`src/rtl/mips_cpu_bus_arbiter_pkg.sv`:
```
// mips_cpu_definitions: shared types and constants for the CPU bus arbiter.
//   arb_state_t : arbiter FSM states (IDLE, BUSY_INST, BUSY_DATA, DONE)
//   BE_WORD     : byteenable pattern for a full-word access (instruction fetch)
package mips_cpu_definitions;

  typedef enum logic [1:0] {
    IDLE      = 2'd0,
    BUSY_INST = 2'd1,
    BUSY_DATA = 2'd2,
    DONE      = 2'd3
  } arb_state_t;

  localparam logic [3:0] BE_WORD = 4'b1111;

endpackage

```
`src/rtl/mips_cpu_bus_timeout.sv`:
```
// mips_cpu_bus_timeout: waitrequest watchdog for the bus arbiter.
// Only compiled when MIPS_BUS_TIMEOUT_EN is defined.
// Ports:
//   clk, reset : clock, asynchronous active-high reset
//   clear      : restart the count (arbiter entering a BUSY state)
//   count_en   : one stalled cycle (BUSY with waitrequest=1)
//   expired    : count has reached TIMEOUT_CYCLES
`ifdef MIPS_BUS_TIMEOUT_EN
module mips_cpu_bus_timeout #(
  parameter int TIMEOUT_CYCLES = 256
) (
  input  logic clk,
  input  logic reset,
  input  logic clear,
  input  logic count_en,
  output logic expired
);

  localparam int            CW    = $clog2(TIMEOUT_CYCLES + 1);
  localparam logic [CW-1:0] LIMIT = CW'(TIMEOUT_CYCLES);

  logic [CW-1:0] count_r;

  // Stall counter; saturates at the limit so expired stays asserted.
  always_ff @(posedge clk or posedge reset) begin
    if (reset) begin
      count_r <= '0;
    end else if (clear) begin
      count_r <= '0;
    end else if (count_en && (count_r != LIMIT)) begin
      count_r <= count_r + 1'b1;
    end else begin
      count_r <= count_r;
    end
  end

  assign expired = (count_r == LIMIT);

`ifndef SYNTHESIS
  // Report the abort in simulation at the edge where it takes effect.
  always_ff @(posedge clk) begin
    if (!reset && count_en && expired) begin
      $error("mips_cpu_bus_timeout: waitrequest held for %0d cycles, transfer aborted", TIMEOUT_CYCLES);
    end else begin
    end
  end
`endif

endmodule
`endif

```
`src/rtl/mips_cpu_bus_arbiter.sv`:
```
// mips_cpu_bus_arbiter: shares one Avalon-MM master port between the
// instruction-fetch and data load/store requesters.
// One request is latched at a time; bus outputs come from registers and are
// held across waitrequest. The winner gets a one-cycle ack with readdata.
// Optional feature macro: MIPS_BUS_TIMEOUT_EN (waitrequest watchdog, bus_err).
// Ports:
//   clk, reset                       : clock, asynchronous active-high reset
//   inst_req/inst_addr               : fetch request (held until inst_ack)
//   inst_ack/inst_rdata              : fetch completion pulse and fetched word
//   data_req/we/addr/wdata/be        : load/store request (held until data_ack)
//   data_ack/data_rdata              : data completion pulse and load word
//   bus_err                          : pulses with ack on an aborted transfer
//   address/read/write/writedata/byteenable/waitrequest/readdata : Avalon master
module mips_cpu_bus_arbiter
  import mips_cpu_definitions::*;
#(
  parameter int DATA_FIRST     = 1,
  parameter int TIMEOUT_CYCLES = 256
) (
  input  logic        clk,
  input  logic        reset,
  input  logic        inst_req,
  input  logic [31:0] inst_addr,
  output logic        inst_ack,
  output logic [31:0] inst_rdata,
  input  logic        data_req,
  input  logic        data_we,
  input  logic [31:0] data_addr,
  input  logic [31:0] data_wdata,
  input  logic [3:0]  data_be,
  output logic        data_ack,
  output logic [31:0] data_rdata,
  output logic        bus_err,
  output logic [31:0] address,
  output logic        read,
  output logic        write,
  output logic [31:0] writedata,
  output logic [3:0]  byteenable,
  input  logic        waitrequest,
  input  logic [31:0] readdata
);

  arb_state_t  state_r, state_nxt_s;
  logic        rr_data_r, rr_data_nxt_s;   // 1: data wins the next tie (round-robin)
  logic        grant_data_s;
  logic        abort_s;
  logic        read_nxt_s, write_nxt_s;
  logic        inst_ack_nxt_s, data_ack_nxt_s, bus_err_nxt_s;
  logic [31:0] address_nxt_s, writedata_nxt_s;
  logic [31:0] inst_rdata_nxt_s, data_rdata_nxt_s;
  logic [3:0]  byteenable_nxt_s;

  // Data wins when it is alone, or on a tie under fixed priority / its round-robin turn.
  assign grant_data_s = data_req && (!inst_req || (DATA_FIRST != 0) || rr_data_r);

`ifdef MIPS_BUS_TIMEOUT_EN
  logic busy_s, tmo_clear_s;

  assign busy_s      = (state_r == BUSY_INST) || (state_r == BUSY_DATA);
  assign tmo_clear_s = (state_r == IDLE) && (inst_req || data_req);

  mips_cpu_bus_timeout #(
    .TIMEOUT_CYCLES(TIMEOUT_CYCLES)
  ) u_timeout (
    .clk     (clk),
    .reset   (reset),
    .clear   (tmo_clear_s),
    .count_en(busy_s && waitrequest),
    .expired (abort_s)
  );
`else
  assign abort_s = 1'b0;
`endif

  // Next-state and next-output logic; bus fields change only on grant.
  always_comb begin
    state_nxt_s      = state_r;
    rr_data_nxt_s    = rr_data_r;
    address_nxt_s    = address;
    writedata_nxt_s  = writedata;
    byteenable_nxt_s = byteenable;
    read_nxt_s       = read;
    write_nxt_s      = write;
    inst_ack_nxt_s   = 1'b0;
    data_ack_nxt_s   = 1'b0;
    bus_err_nxt_s    = 1'b0;
    inst_rdata_nxt_s = inst_rdata;
    data_rdata_nxt_s = data_rdata;

    case (state_r)
      IDLE: begin
        if (inst_req || data_req) begin
          if (grant_data_s) begin
            state_nxt_s      = BUSY_DATA;
            rr_data_nxt_s    = 1'b0;
            address_nxt_s    = data_addr;
            writedata_nxt_s  = data_wdata;
            byteenable_nxt_s = data_be;
            read_nxt_s       = !data_we;
            write_nxt_s      = data_we;
          end else begin
            state_nxt_s      = BUSY_INST;
            rr_data_nxt_s    = 1'b1;
            address_nxt_s    = inst_addr;
            writedata_nxt_s  = 32'h0000_0000;
            byteenable_nxt_s = BE_WORD;
            read_nxt_s       = 1'b1;
            write_nxt_s      = 1'b0;
          end
        end else begin
          read_nxt_s  = 1'b0;
          write_nxt_s = 1'b0;
        end
      end
      BUSY_INST, BUSY_DATA: begin
        if (!waitrequest) begin
          state_nxt_s = DONE;
          read_nxt_s  = 1'b0;
          write_nxt_s = 1'b0;
          if (state_r == BUSY_INST) begin
            inst_ack_nxt_s   = 1'b1;
            inst_rdata_nxt_s = readdata;
          end else begin
            data_ack_nxt_s = 1'b1;
            // A store leaves the load register untouched.
            if (!write) begin
              data_rdata_nxt_s = readdata;
            end else begin
              data_rdata_nxt_s = data_rdata;
            end
          end
        end else if (abort_s) begin
          state_nxt_s   = DONE;
          read_nxt_s    = 1'b0;
          write_nxt_s   = 1'b0;
          bus_err_nxt_s = 1'b1;
          if (state_r == BUSY_INST) begin
            inst_ack_nxt_s   = 1'b1;
            inst_rdata_nxt_s = 32'h0000_0000;
          end else begin
            data_ack_nxt_s   = 1'b1;
            data_rdata_nxt_s = 32'h0000_0000;
          end
        end else begin
          state_nxt_s = state_r;
        end
      end
      DONE: begin
        // Requests are deliberately not sampled here so a held req is not reissued.
        state_nxt_s = IDLE;
        read_nxt_s  = 1'b0;
        write_nxt_s = 1'b0;
      end
      default: begin
        state_nxt_s = IDLE;
        read_nxt_s  = 1'b0;
        write_nxt_s = 1'b0;
      end
    endcase
  end

  // State and round-robin pointer registers.
  always_ff @(posedge clk or posedge reset) begin
    if (reset) begin
      state_r   <= IDLE;
      rr_data_r <= 1'b0;
    end else begin
      state_r   <= state_nxt_s;
      rr_data_r <= rr_data_nxt_s;
    end
  end

  // Registered bus and requester-facing outputs.
  always_ff @(posedge clk or posedge reset) begin
    if (reset) begin
      address    <= 32'h0000_0000;
      read       <= 1'b0;
      write      <= 1'b0;
      writedata  <= 32'h0000_0000;
      byteenable <= 4'b0000;
      inst_ack   <= 1'b0;
      data_ack   <= 1'b0;
      bus_err    <= 1'b0;
      inst_rdata <= 32'h0000_0000;
      data_rdata <= 32'h0000_0000;
    end else begin
      address    <= address_nxt_s;
      read       <= read_nxt_s;
      write      <= write_nxt_s;
      writedata  <= writedata_nxt_s;
      byteenable <= byteenable_nxt_s;
      inst_ack   <= inst_ack_nxt_s;
      data_ack   <= data_ack_nxt_s;
      bus_err    <= bus_err_nxt_s;
      inst_rdata <= inst_rdata_nxt_s;
      data_rdata <= data_rdata_nxt_s;
    end
  end

endmodule

```
`config.mk`:
```
export PLATFORM = sky130hd
export DESIGN_NAME = mips_cpu_bus_arbiter
export DESIGN_NICKNAME = d
export VERILOG_FILES = /design/src/rtl/mips_cpu_bus_arbiter_pkg.sv /design/src/rtl/mips_cpu_bus_timeout.sv /design/src/rtl/mips_cpu_bus_arbiter.sv
export SDC_FILE = /design/constraint.sdc
export NUM_CORES = 1
export LEC_CHECK = 0
export BUFFER_PORTS_ARGS = -buffer_cell sky130_fd_sc_hd__clkbuf_2
export CORE_ASPECT_RATIO = 1.4
export CORE_MARGIN = 2
export CORE_UTILIZATION = 35
export DETAILED_ROUTE_END_ITERATION = 7
export SYNTH_ARGS = -nofsm -noshare
export SYNTH_HDL_FRONTEND = slang
export SYNTH_HIERARCHICAL = 1
export SYNTH_SLANG_ARGS = --single-unit
```
`constraint.sdc`:
```
create_clock -name clk -period 5.25 [get_ports clk]
set_clock_uncertainty 0.2 [all_clocks]
set_input_delay 1.05 -clock clk [delete_from_list [all_inputs] [get_ports clk]]
set_output_delay 1.05 -clock clk [all_outputs]
set_load 0.005 [all_outputs]
```
==> Implementation_results.wiki, run 1 <==
{| class="wikitable"
! Metric !! Value
|-
| Wire length per cell after detailed routing || 15.5 um
|-
| Tmin final || 2.90 ns
|-
| Logic depth of the worst register-to-register path || 5
|-
| Worst slack on hold paths || 0.276 ns
|-
| Avg Cell Area, Syn || 14.3 um^2
|-
| Worst IR Drop VDD || 0.000354 V
|-
| Highest fanout seen on the critical path || 61
|-
| Max-slew headroom || 9.06%
|-
| Total die area || 17100 um^2
|-
| Number of instances in the synthesized netlist || 391
|-
| Async set-or-reset flop fraction in the synthesized netlist || 100%
|-
| Ratio of final minimum period to clock period || 55.2%
|-
| Cell Count, Final, Fillers Out || 868
|-
| HPWL after DPL || 9.98 mm
|-
| Post_cts resized || 0
|-
| Antenna diode count || 0
|-
| Residual DRC count || 0
|-
| Width of the chip || 111 um
|-
| Arrival time of the worst setup path || 2.97 ns
|-
| Synth warnings || 6
|-
| Mapped Area || 5600 um^2
|-
| Total Routed Length || 13.5 mm
|-
| Final Wtd Congestion || 0.774
|-
| Achievable Freq || 345 MHz
|-
| Port buffer count || 273
|-
| Reg-to-Reg End || data_rdata[31]
|-
| Register-to-Register Setup Slack || 2.44 ns
|-
| Effective utilization at floorplan || 35.9%
|-
| Pwr dens || 619 nW/um^2
|-
| Pin count of the biggest net entering global routing || 99
|-
| Sink Count || 138
|-
| Number of antenna violations at the first check in global routing || 0
|-
| Average vias per placed instance || 4.67
|-
| Crit path launch type || primary input
|-
| Core region area || 15600 um^2
|-
| Number of global-route vias before repair || 4290
|-
| Area added between synthesis and finish || 36.2%
|-
| Number of detailed-route iterations in the first pass || 4
|-
| Number of flops mapped to enable cells by yosys || 0
|-
| First-pass GRT wire length || 21.9 mm
|-
| Hold Buf Count CTS || 0
|-
| Max-slew violation count || 0
|-
| IO Count || 275
|-
| Portion of the post-synthesis area used by sequential elements || 61.6%
|-
| Number of register bits inferred by synthesis || 138
|-
| Final total power || 4.73 mW
|-
| Congestion Overflow GR || 0
|-
| Mapped Nets || 532
|-
| Setup repair after global routing missed its margin || no
|-
| Leading register cell type out of synthesis || dfrtp_1
|-
| Crit. End Element || flip-flop
|-
| Total count of hold-check failures in the final report || 0
|-
| Startpoint of the tightest hold check path || address[1]
|-
| Clock Tree Buf Depth || 2
|-
| Number of design-rule violations left by the first detailed-router iteration || 175
|-
| CTS buffer count || 17
|-
| Global Route Usage Sum || 16.2%
|-
| Layout cells sized above 1 || 56.5%
|-
| Req. time, crit path || 5.32 ns
|-
| Hold Path Depth || 2
|-
| Setup Total Neg Slack || 0 ns
|-
| # Max-Cap Violations || 0
|-
| TritonCTS clock tree || yes
|-
| Lkg Pwr || 4.03 nW
|-
| Floorplan die height || 154 um
|-
| Beginning of the worst register-to-register path || state_r[0]
|-
| CTS H-Tree Depth || 4
|-
| Clock Latency Late Sink || 0.41 ns
|-
| Antenna Violating Nets Remaining || 0
|-
| Placed Cells incl. Taps || 836
|-
| Count of cell types in the netlist || 27
|-
| Row count || 54
|-
| Worst min-delay path category || reg2reg
|-
| Vias after detailed routing || 4051
|-
| Total of endpoints with negative setup slack in the final report || 0
|-
| Worst Hold Endpoint || address[1]
|-
| Library cell used as clock root buffer || clkbuf_16
|-
| Setup bufs post-CTS || 0
|-
| CP Class || in2reg
|-
| Outcome || finished clean
|-
| Worst-Margin Slew || 1.36 ns
|-
| Clk pin slew, worst setup/hold paths || 0.05 ns
|-
| Number of nets in the layout || 800
|}
[state kept, by name, indices dropped and copies added, names as in the netlist]
signal / count
inst_rdata: 32
byteenable: 4
writedata: 32
data_rdata: 32
read: 1
inst_ack: 1
address: 32
data_ack: 1
state_r: 2
write: 1
[how the worst max path moves through the flow]
stage	startpoint	depth (start not counted)	slack [ns]	endpoint
floorplan	reset	1	0.30	address[0]
global placement	data_req	5	1.99	address[7]
detailed placement	data_req	5	1.89	address[24]
CTS	data_req	5	2.36	address[13]
global route	data_req	5	2.13	address[17]
finish	data_req	5	2.35	address[13]
[cell usage after synthesis, types with 3 or more instances]
master | instances | area (um^2)
o22a_1 | 4 | 35.0
o21ai_0 | 33 | 165
nor2_1 | 3 | 11.3
a22o_1 | 33 | 289
buf_12 | 3 | 60.1
dfrtp_1 | 138 | 3450
clkbuf_1 | 7 | 26.3
buf_2 | 8 | 40.0
mux2_4 | 30 | 450
nand2_1 | 36 | 135
mux2_2 | 36 | 405
buf_4 | 8 | 60.1
mux2i_1 | 32 | 320
inv_1 | 5 | 18.8
ha_1 | 3 | 37.5
[critical path, cell delays in order]
cell	delay, ns
clkbuf_2	0.08
buf_4	0.30
o21ai_4	0.77
buf_4	0.56
o21ai_0	0.17
[stage by stage]
stage	setup WS (ns)	util, %	area [um^2]
6_report	2.35	48.9	7630
3_3_place_gp	1.99	45.2	7060
3_5_place_dp	1.89	45.2	7060
4_1_cts	2.36	48.9	7630
2_1_floorplan	0.304	-	5600
5_1_grt	2.13	48.9	7630
[routing by layer]
metal / part of all wire [%] / routed length (um) / global-route usage, %
met1: 41 / 5500 / 19.6
met5: 0 / 0 / 0
met4: 1.3 / 173 / 5.89
met2: 49 / 6660 / 27.1
met3: 8.3 / 1120 / 5.64
[cell families after synthesis]
family,share of synthesized area (%)
AOI/OAI and AO/OA,9.09
adders and majority gates,0.670
other,0.0669
muxes,21.0
DFF,61.6
and+or+nand+nor,3.68
buffers and inverters,3.86
[cell usage in the layout, fill, tap and decap left out, types with 2 or more instances in the layout]
cell / Yosys / layout
nand2_1: 36 / 36
clkinv_4: 0 / 3
mux2_2: 36 / 36
mux2_4: 30 / 30
clkbuf_16: 0 / 17
a22o_1: 33 / 33
o21ai_0: 33 / 33
ha_1: 3 / 3
inv_6: 0 / 6
clkinvlp_4: 0 / 2
dfrtp_1: 138 / 138
clkbuf_2: 0 / 273
clkinv_2: 0 / 2
buf_4: 8 / 3
o22a_1: 4 / 4
inv_1: 5 / 4
mux2i_1: 32 / 32
nor2_1: 3 / 3
[report_power, final]
| part | switching, mW | internal, mW |
|---|---|---|
| Clock | 0.474 | 0.675 |
| Combinational | 0.744 | 0.969 |
| Sequential | 0.287 | 1.58 |
[layout make-up]
| cell class | count | area (um^2) |
|---|---|---|
| Clock inverter | 14 | 136 |
| Clock buffer | 18 | 439 |
| Sequential cell | 138 | 3450 |
| Fill cell | 1413 | 7970 |
| Tap cell | 196 | 245 |
| Timing Repair Buffer | 276 | 1390 |
| Inverter | 5 | 23.8 |
| Multi-Input combinational cell | 221 | 1950 |
No activity file was read; power rests on OpenSTA's default activity.
==> run 2, diff against run 1 <==
ABC_AREA = 1   (was default)
clock period = 2.7 ns   (was 5.25 ns; I/O delays follow)
==> Implementation_results.wiki, run 2 <==
{| class="wikitable"
! Metric !! Value
|-
| Total Routed Length || 15.4 mm (+15%)
|-
| Synth cell count leaders || 337 x nand2_1, 138 x dfrtp_1, 41 x inv_1
|-
| Ratio of final minimum period to clock period || 73.7%
|-
| Congestion Overflow GR || 0 (unchanged)
|-
| Post-route standard cell area excluding fillers || 7980 um^2 (+4.6%)
|-
| Clk pin slew, worst setup/hold paths || 0.06 ns (about the same)
|-
| CP Class || reg2reg
|-
| Share of Yosys cell area claimed by the top area cell type || 58.5% (-3.1 points)
|-
| Commonest non-fill, non-tap cells in the layout || 337 x nand2_1, 273 x clkbuf_2, 138 x dfrtp_1
|-
| Library cell occupying the most area in the post-synthesis netlist || dfrtp_1
|-
| Setup repair after global routing missed its margin || no
|-
| Most repeated cell in the gate-level netlist after synthesis || nand2_1
|-
| Pwr dens || 1140 nW/um^2 (+84%)
|-
| Req. time, crit path || 2.77 ns (-2.55 ns)
|-
| Setup Total Neg Slack || 0 ns (unchanged)
|-
| Mapped Area || 5900 um^2 (+5.3%)
|-
| First-pass GRT wire length || 25.3 mm (+15%)
|-
| Total die area || 17900 um^2 (+5.1%)
|-
| Core region area || 16600 um^2 (+6.4%)
|-
| Biggest area contributors in the synthesized netlist || dfrtp_1 59%, nand2_1 21%, o21ai_2 3.4%
|-
| Antenna Violating Nets Remaining || 0 (unchanged)
|-
| Highest fanout seen on the critical path || 42 (-31%)
|-
| IO Count || 275 (unchanged)
|-
| Arrival time of the worst setup path || 2.06 ns (-0.91 ns)
|-
| Number of design-rule violations left by the first detailed-router iteration || 307 (+75%)
|-
| Final Wtd Congestion || 0.745 (-3.8%)
|-
| Average vias per placed instance || 4.44 (-4.8%)
|-
| Total of endpoints with negative setup slack in the final report || 0 (unchanged)
|-
| Number of instances in the synthesized netlist || 680 (+74%)
|-
| Setup bufs post-CTS || 0 (unchanged)
|-
| Residual DRC count || 0 (unchanged)
|-
| Max-slew violation count || 0 (unchanged)
|-
| Number of detailed-route iterations in the first pass || 4 (unchanged)
|-
| CTS buffer count || 17 (unchanged)
|-
| TritonCTS clock tree || yes
|-
| Floorplan die height || 158 um (+2.6%)
|-
| Async set-or-reset flop fraction in the synthesized netlist || 100% (unchanged)
|-
| Worst-Margin Slew || 0.670 ns (-0.691 ns)
|-
| Global Route Usage Sum || 17.7% (+1.5 points)
|-
| Number of filler cells placed in the layout || 1695 (+20%)
|-
| Slowest library cell on the worst path || dfrtp_1
|-
| Sequence of cells on the critical path || inv_1, ha_1, inv_1, nor2_1, nand2_2, buf_12, nand2_1, o21ai_0
|-
| Total count of hold-check failures in the final report || 0 (unchanged)
|-
| Mapped Nets || 821 (+54%)
|-
| Worst min-delay path category || in2reg
|-
| Placement Cell Area || 7360 um^2 (+4.3%)
|-
| Effective utilization at floorplan || 35.5% (-0.37 points)
|-
| Cell repeated most along the worst path || inv_1
|-
| Number of register bits inferred by synthesis || 138 (unchanged)
|-
| Port buffer count || 273 (unchanged)
|-
| Leading register cell type out of synthesis || dfrtp_1
|-
| Outcome || finished clean
|-
| Antenna diode count || 0 (unchanged)
|-
| Max-slew headroom || 55.3% (+46 points)
|-
| Number of global-route vias before repair || 5102 (+19%)
|-
| Sink Count || 138 (unchanged)
|-
| Number of flops mapped to enable cells by yosys || 0 (unchanged)
|-
| Synth warnings || 6 (unchanged)
|-
| # Max-Cap Violations || 0 (unchanged)
|-
| Post_cts resized || 0 (unchanged)
|-
| Clock Latency Late Sink || 0.40 ns (about the same)
|-
| Count of cell types in the netlist || 21 (-22%)
|-
| Number of nets in the layout || 1084 (+36%)
|-
| Width of the chip || 114 um (+2.5%)
|-
| Portion of the post-synthesis area used by sequential elements || 58.5% (-3.1 points)
|-
| Most common cell after layout, fill and taps aside || nand2_1
|-
| Layout cells sized above 1 || 35.7% (-21 points)
|-
| HPWL after DPL || 11.0 mm (+10%)
|-
| Lkg Pwr || 4.69 nW (+16%)
|-
| Row count || 56 (+3.7%)
|-
| Worst IR Drop VDD || 0.000423 V (+20%)
|-
| Tmin final || 1.99 ns
|-
| Number of antenna violations at the first check in global routing || 0 (unchanged)
|-
| Pin count of the biggest net entering global routing || 65 (-34%)
|-
| Library cell used as clock root buffer || clkbuf_16
|-
| CTS H-Tree Depth || 4 (unchanged)
|-
| Crit path launch type || flip-flop
|-
| Area added between synthesis and finish || 35.3%
|-
| Achievable Freq || 503 MHz
|-
| Vias after detailed routing || 5149 (+27%)
|-
| Clock Tree Buf Depth || 2 (unchanged)
|-
| Wire length per cell after detailed routing || 13.3 um (-14%)
|-
| Avg Cell Area, Syn || 8.68 um^2 (-39%)
|-
| Crit path largest cell delay || 0.37 ns (-0.40 ns)
|-
| Crit. End Element || flip-flop
|}
run 2: cell type report:
type | count | area, um^2 | share of cell area, %
flip-flops and latches | 138 | 3450 | 43.3
multi-input cells | 461 | 2010 | 25.2
repair buffers | 282 | 1490 | 18.6
clock buffers | 20 | 447 | 5.60
well taps | 203 | 254 | 3.18
inverters | 43 | 168 | 2.10
clock inverters | 12 | 165 | 2.07
run 2: critical path, delay by kind of cell, from the launching register on:
kind | cells | cell delay [ns]
AOI/OAI and AO/OA | 1 | 0.07
adders and majority gates | 1 | 0.32
buffers and inverters | 3 | 0.41
DFF | 1 | 0.37
and+or+nand+nor | 3 | 0.47
run 2: report_power, final:
group | internal [mW] | switching, mW
sequential | 3.01 | 0.513
combinational | 1.33 | 1.81
clock | 1.49 | 0.916
run 2: logic make-up (layout without fill, tap and decap cells):
group                    after synthesis  count (layout)  synth area share, %
flip-flops                           138             138                 58.5
adder cells (fa/ha/maj)                3               3                0.636
buffers and inverters                 81             357                 7.44
other                                  1               1               0.0636
AO/OA/AOI/OAI                         67              67                 7.15
AND/OR/NAND/NOR                      390             390                 26.2
run 2: repair_timing:
item / in CTS / in global routing
endpoints found under the setup margin: 0 / 0
endpoints found under the hold margin: 19 / 0
hold buffers: 1 / 0
run 2: worst paths after layout:
kind,cells past startpoint,endpoint,slack [ns],startpoint
max,8,data_rdata[24],0.71,state_r[0]
min,2,data_ack,0.14,waitrequest
max reg2reg,8,data_rdata[24],0.71,state_r[0]
min reg2reg,2,address[28],0.27,address[28]
max in group asynchronous,4,data_rdata[7],1.09,reset
min in group asynchronous,3,address[18],0.51,reset
run 2: metrics by stage:
| step | instances | hold slack (ns) | worst slack (ns) | power, mW | utilization (%) |
|---|---|---|---|---|---|
| floorplan | 680 | 0.242 | 0.239 | 5.36 | - |
| global placement | 1126 | 0.253 | 0.715 | 6.72 | 44.3 |
| detailed placement | 1126 | 0.258 | 0.678 | 6.79 | 44.3 |
| CTS | 1159 | 0.115 | 0.660 | 9.25 | 48.1 |
| global route | 1159 | 0.121 | 0.492 | 9.84 | 48.1 |
| finish | 1159 | 0.138 | 0.711 | 9.08 | 48.1 |
run 2: metal layers:
metal / up-vias / track usage [%] / wire length [um]
li1: 2612 / - / -
met1: 2319 / 21.4 / 6270
met2: 197 / 29.8 / 7670
met3: 21 / 5.44 / 1180
met4: 0 / 6.39 / 312
met5: - / 0 / 0
==> run 3, diff against run 2 <==
clock period = 2 ns   (was 2.7 ns; I/O delays follow)
==> Implementation_results.wiki, run 3 (synthesis gave the netlist of run 2 again) <==
{| class="wikitable"
! Metric !! Value
|-
| Outcome || finished clean
|-
| Area added between synthesis and finish || 39.7%
|-
| # Max-Cap Violations || 0 (unchanged)
|-
| Commonest non-fill, non-tap cells in the layout || 337 x nand2_1, 273 x clkbuf_2, 138 x dfrtp_1
|-
| Setup Total Neg Slack || 0 ns (unchanged)
|-
| Worst Setup SP || waitrequest
|-
| Pwr dens || 1500 nW/um^2 (+32%)
|-
| First-pass GRT wire length || 25.5 mm (+0.98%)
|-
| Number of detailed-route iterations in the first pass || 4 (unchanged)
|-
| CP Class || in2reg
|-
| Lkg Pwr || 4.81 nW (+2.6%)
|-
| Clk pin slew, worst setup/hold paths || 0.06 ns (about the same)
|-
| Worst min-delay path category || in2reg
|-
| Clock Tree Buf Depth || 2 (unchanged)
|-
| TritonCTS clock tree || yes
|-
| CTS buffer count || 17 (unchanged)
|-
| Layout cells sized above 1 || 35.7% (about the same)
|-
| Sequence of cells on the critical path || dlygate4sd3_1, clkbuf_2, or2_2, buf_12, nand2_1, o21ai_1
|-
| Number of design-rule violations left by the first detailed-router iteration || 293 (-4.6%)
|-
| Effective utilization at floorplan || 35.5% (unchanged)
|-
| Number of global-route vias before repair || 5039 (-1.2%)
|-
| Congestion Overflow GR || 0 (unchanged)
|-
| Core region area || 16600 um^2 (unchanged)
|-
| Ratio of final minimum period to clock period || 89.7%
|-
| Tmin final || 1.79 ns
|-
| Worst IR Drop VDD || 0.000610 V (+44%)
|-
| Floorplan die height || 158 um (unchanged)
|-
| Setup repair after global routing missed its margin || no
|-
| Crit path launch type || primary input
|-
| Residual DRC count || 0 (unchanged)
|-
| Number of filler cells placed in the layout || 1619 (-4.5%)
|-
| Total die area || 17900 um^2 (unchanged)
|-
| Achievable Freq || 557 MHz
|-
| Combinational power share || 35.2% (+0.6 points)
|-
| Total Routed Length || 15.5 mm (+0.63%)
|-
| Sink Count || 138 (unchanged)
|-
| Wire length per cell after detailed routing || 13.2 um (-1.2%)
|-
| Setup bufs post-CTS || 0 (unchanged)
|-
| Register-to-Register Setup Slack || 0.23 ns (-0.48 ns)
|-
| Max-slew headroom || 56.3% (+1.0 points)
|-
| Number of nets in the layout || 1106 (+2.0%)
|-
| Number of antenna violations at the first check in global routing || 0 (unchanged)
|-
| Pin count of the biggest net entering global routing || 65 (unchanged)
|-
| Total of endpoints with negative setup slack in the final report || 0 (unchanged)
|-
| CTS H-Tree Depth || 4 (unchanged)
|-
| Antenna diode count || 0 (unchanged)
|-
| Row count || 56 (unchanged)
|-
| Crit path largest cell delay || 0.55 ns (+0.18 ns)
|-
| Startpoint of the tightest hold check path || data_wdata[6]
|-
| Highest fanout seen on the critical path || 30 (-29%)
|-
| Vias after detailed routing || 5211 (+1.2%)
|-
| Antenna Violating Nets Remaining || 0 (unchanged)
|-
| Max-slew violation count || 0 (unchanged)
|-
| Most common cell after layout, fill and taps aside || nand2_1
|-
| Req. time, crit path || 2.10 ns (-0.67 ns)
|-
| Power share of the clock group || 26.4% (about the same)
|-
| Slowest library cell on the worst path || dlygate4sd3_1
|-
| Worst-Margin Slew || 0.655 ns (-0.0155 ns)
|-
| Beginning of the worst register-to-register path || state_r[0]
|-
| Int Power || 8.00 mW (+37%)
|-
| Port buffer count || 273 (unchanged)
|-
| Width of the chip || 114 um (unchanged)
|-
| Net Switching || 4.39 mW (+35%)
|-
| Average vias per placed instance || 4.41 (-0.68%)
|-
| Crit. End Element || flip-flop
|-
| Global Route Usage Sum || 18.1% (+0.40 points)
|-
| Clock Latency Late Sink || 0.40 ns (about the same)
|-
| Switching fraction of total power || 35.4% (-0.28 points)
|-
| Final Wtd Congestion || 0.749 (+0.63%)
|-
| Part of the total power dissipated in sequential elements || 38.4% (-0.4 points)
|-
| Total count of hold-check failures in the final report || 0 (unchanged)
|-
| Core occupancy in the finished layout || 49.6% (+1.6 points)
|-
| Library cell used as clock root buffer || clkbuf_16
|-
| Arrival time of the worst setup path || 1.89 ns (-0.17 ns)
|-
| IO Count || 275 (unchanged)
|-
| HPWL after DPL || 11.3 mm (+2.2%)
|}
-- run 3: cell types whose count changed in the layout (fill, tap and decap cells not counted), sizes merged --
cell         change
buf              +7
dlygate4sd3     +15
-- run 3: path summary, 6_finish.rpt --
check | to | cells after the start
max | inst_rdata[6] | 6
min | writedata[6] | 3
max reg2reg | writedata[13] | 7
min reg2reg | address[16] | 2
max in group asynchronous | data_rdata[5] | 4
min in group asynchronous | address[11] | 3
-- run 3: layout make-up --
class                           instances  area, um^2  share of cell area [%]
Tap cell                              203         254                    3.08
Multi-Input combinational cell        461        2010                    24.4
Sequential cell                       138        3450                    41.9
Inverter                               43         168                    2.03
Clock buffer                           20         457                    5.54
Clock inverter                         12         161                    1.96
Timing Repair Buffer                  304        1740                    21.1
-- run 3: per-stage QoR --
| stage | setup WS (ns) | cells | instance area (um^2) | hold slack, ns | power, mW |
|---|---|---|---|---|---|
| after detailed placement | 0.220 | 1133 | 7460 | 0.190 | 9.25 |
| final | 0.206 | 1181 | 8240 | 0.0191 | 12.4 |
| after CTS | 0.209 | 1180 | 8230 | 0.000312 | 12.6 |
| after floorplan | -0.321 | 680 | 5900 | 0.242 | 7.24 |
| after global placement | 0.259 | 1133 | 7460 | 0.189 | 9.14 |
| after global routing | 0.0341 | 1181 | 8240 | 0.000450 | 13.4 |
-- run 3: layer usage --
metal	part of all wire (%)	vias to the layer above	GRT usage [%]	routed length, um
li1	-	2658	-	-
met3	7.0	20	5.51	1090
met1	41	2338	22.7	6390
met4	1.6	0	6.56	249
met5	0	-	0	0
met2	50	195	29.6	7800
-- run 3: repair_timing --
item	in CTS	in global routing
hold buffers	15	1
resized for setup	0	0
hold endpoints to repair	19	1
-- run 3: worst max-delay path: cells and delay by family --
| family | cells | cell delay, ns |
|---|---|---|
| buffers and inverters | 3 | 0.91 |
| AOI/OAI and AO/OA | 1 | 0.05 |
| and+or+nand+nor | 2 | 0.51 |
-- run 3: power by group through the flow --
stage / combinational [mW] / clock (mW) / sequential (mW)
final: 4.36 / 3.27 / 4.75
after global placement: 4.34 / 0 / 4.79
after global routing: 5.05 / 3.48 / 4.90
after detailed placement: 4.46 / 0 / 4.79
after floorplan: 2.41 / 0 / 4.83
after CTS: 4.49 / 3.36 / 4.77
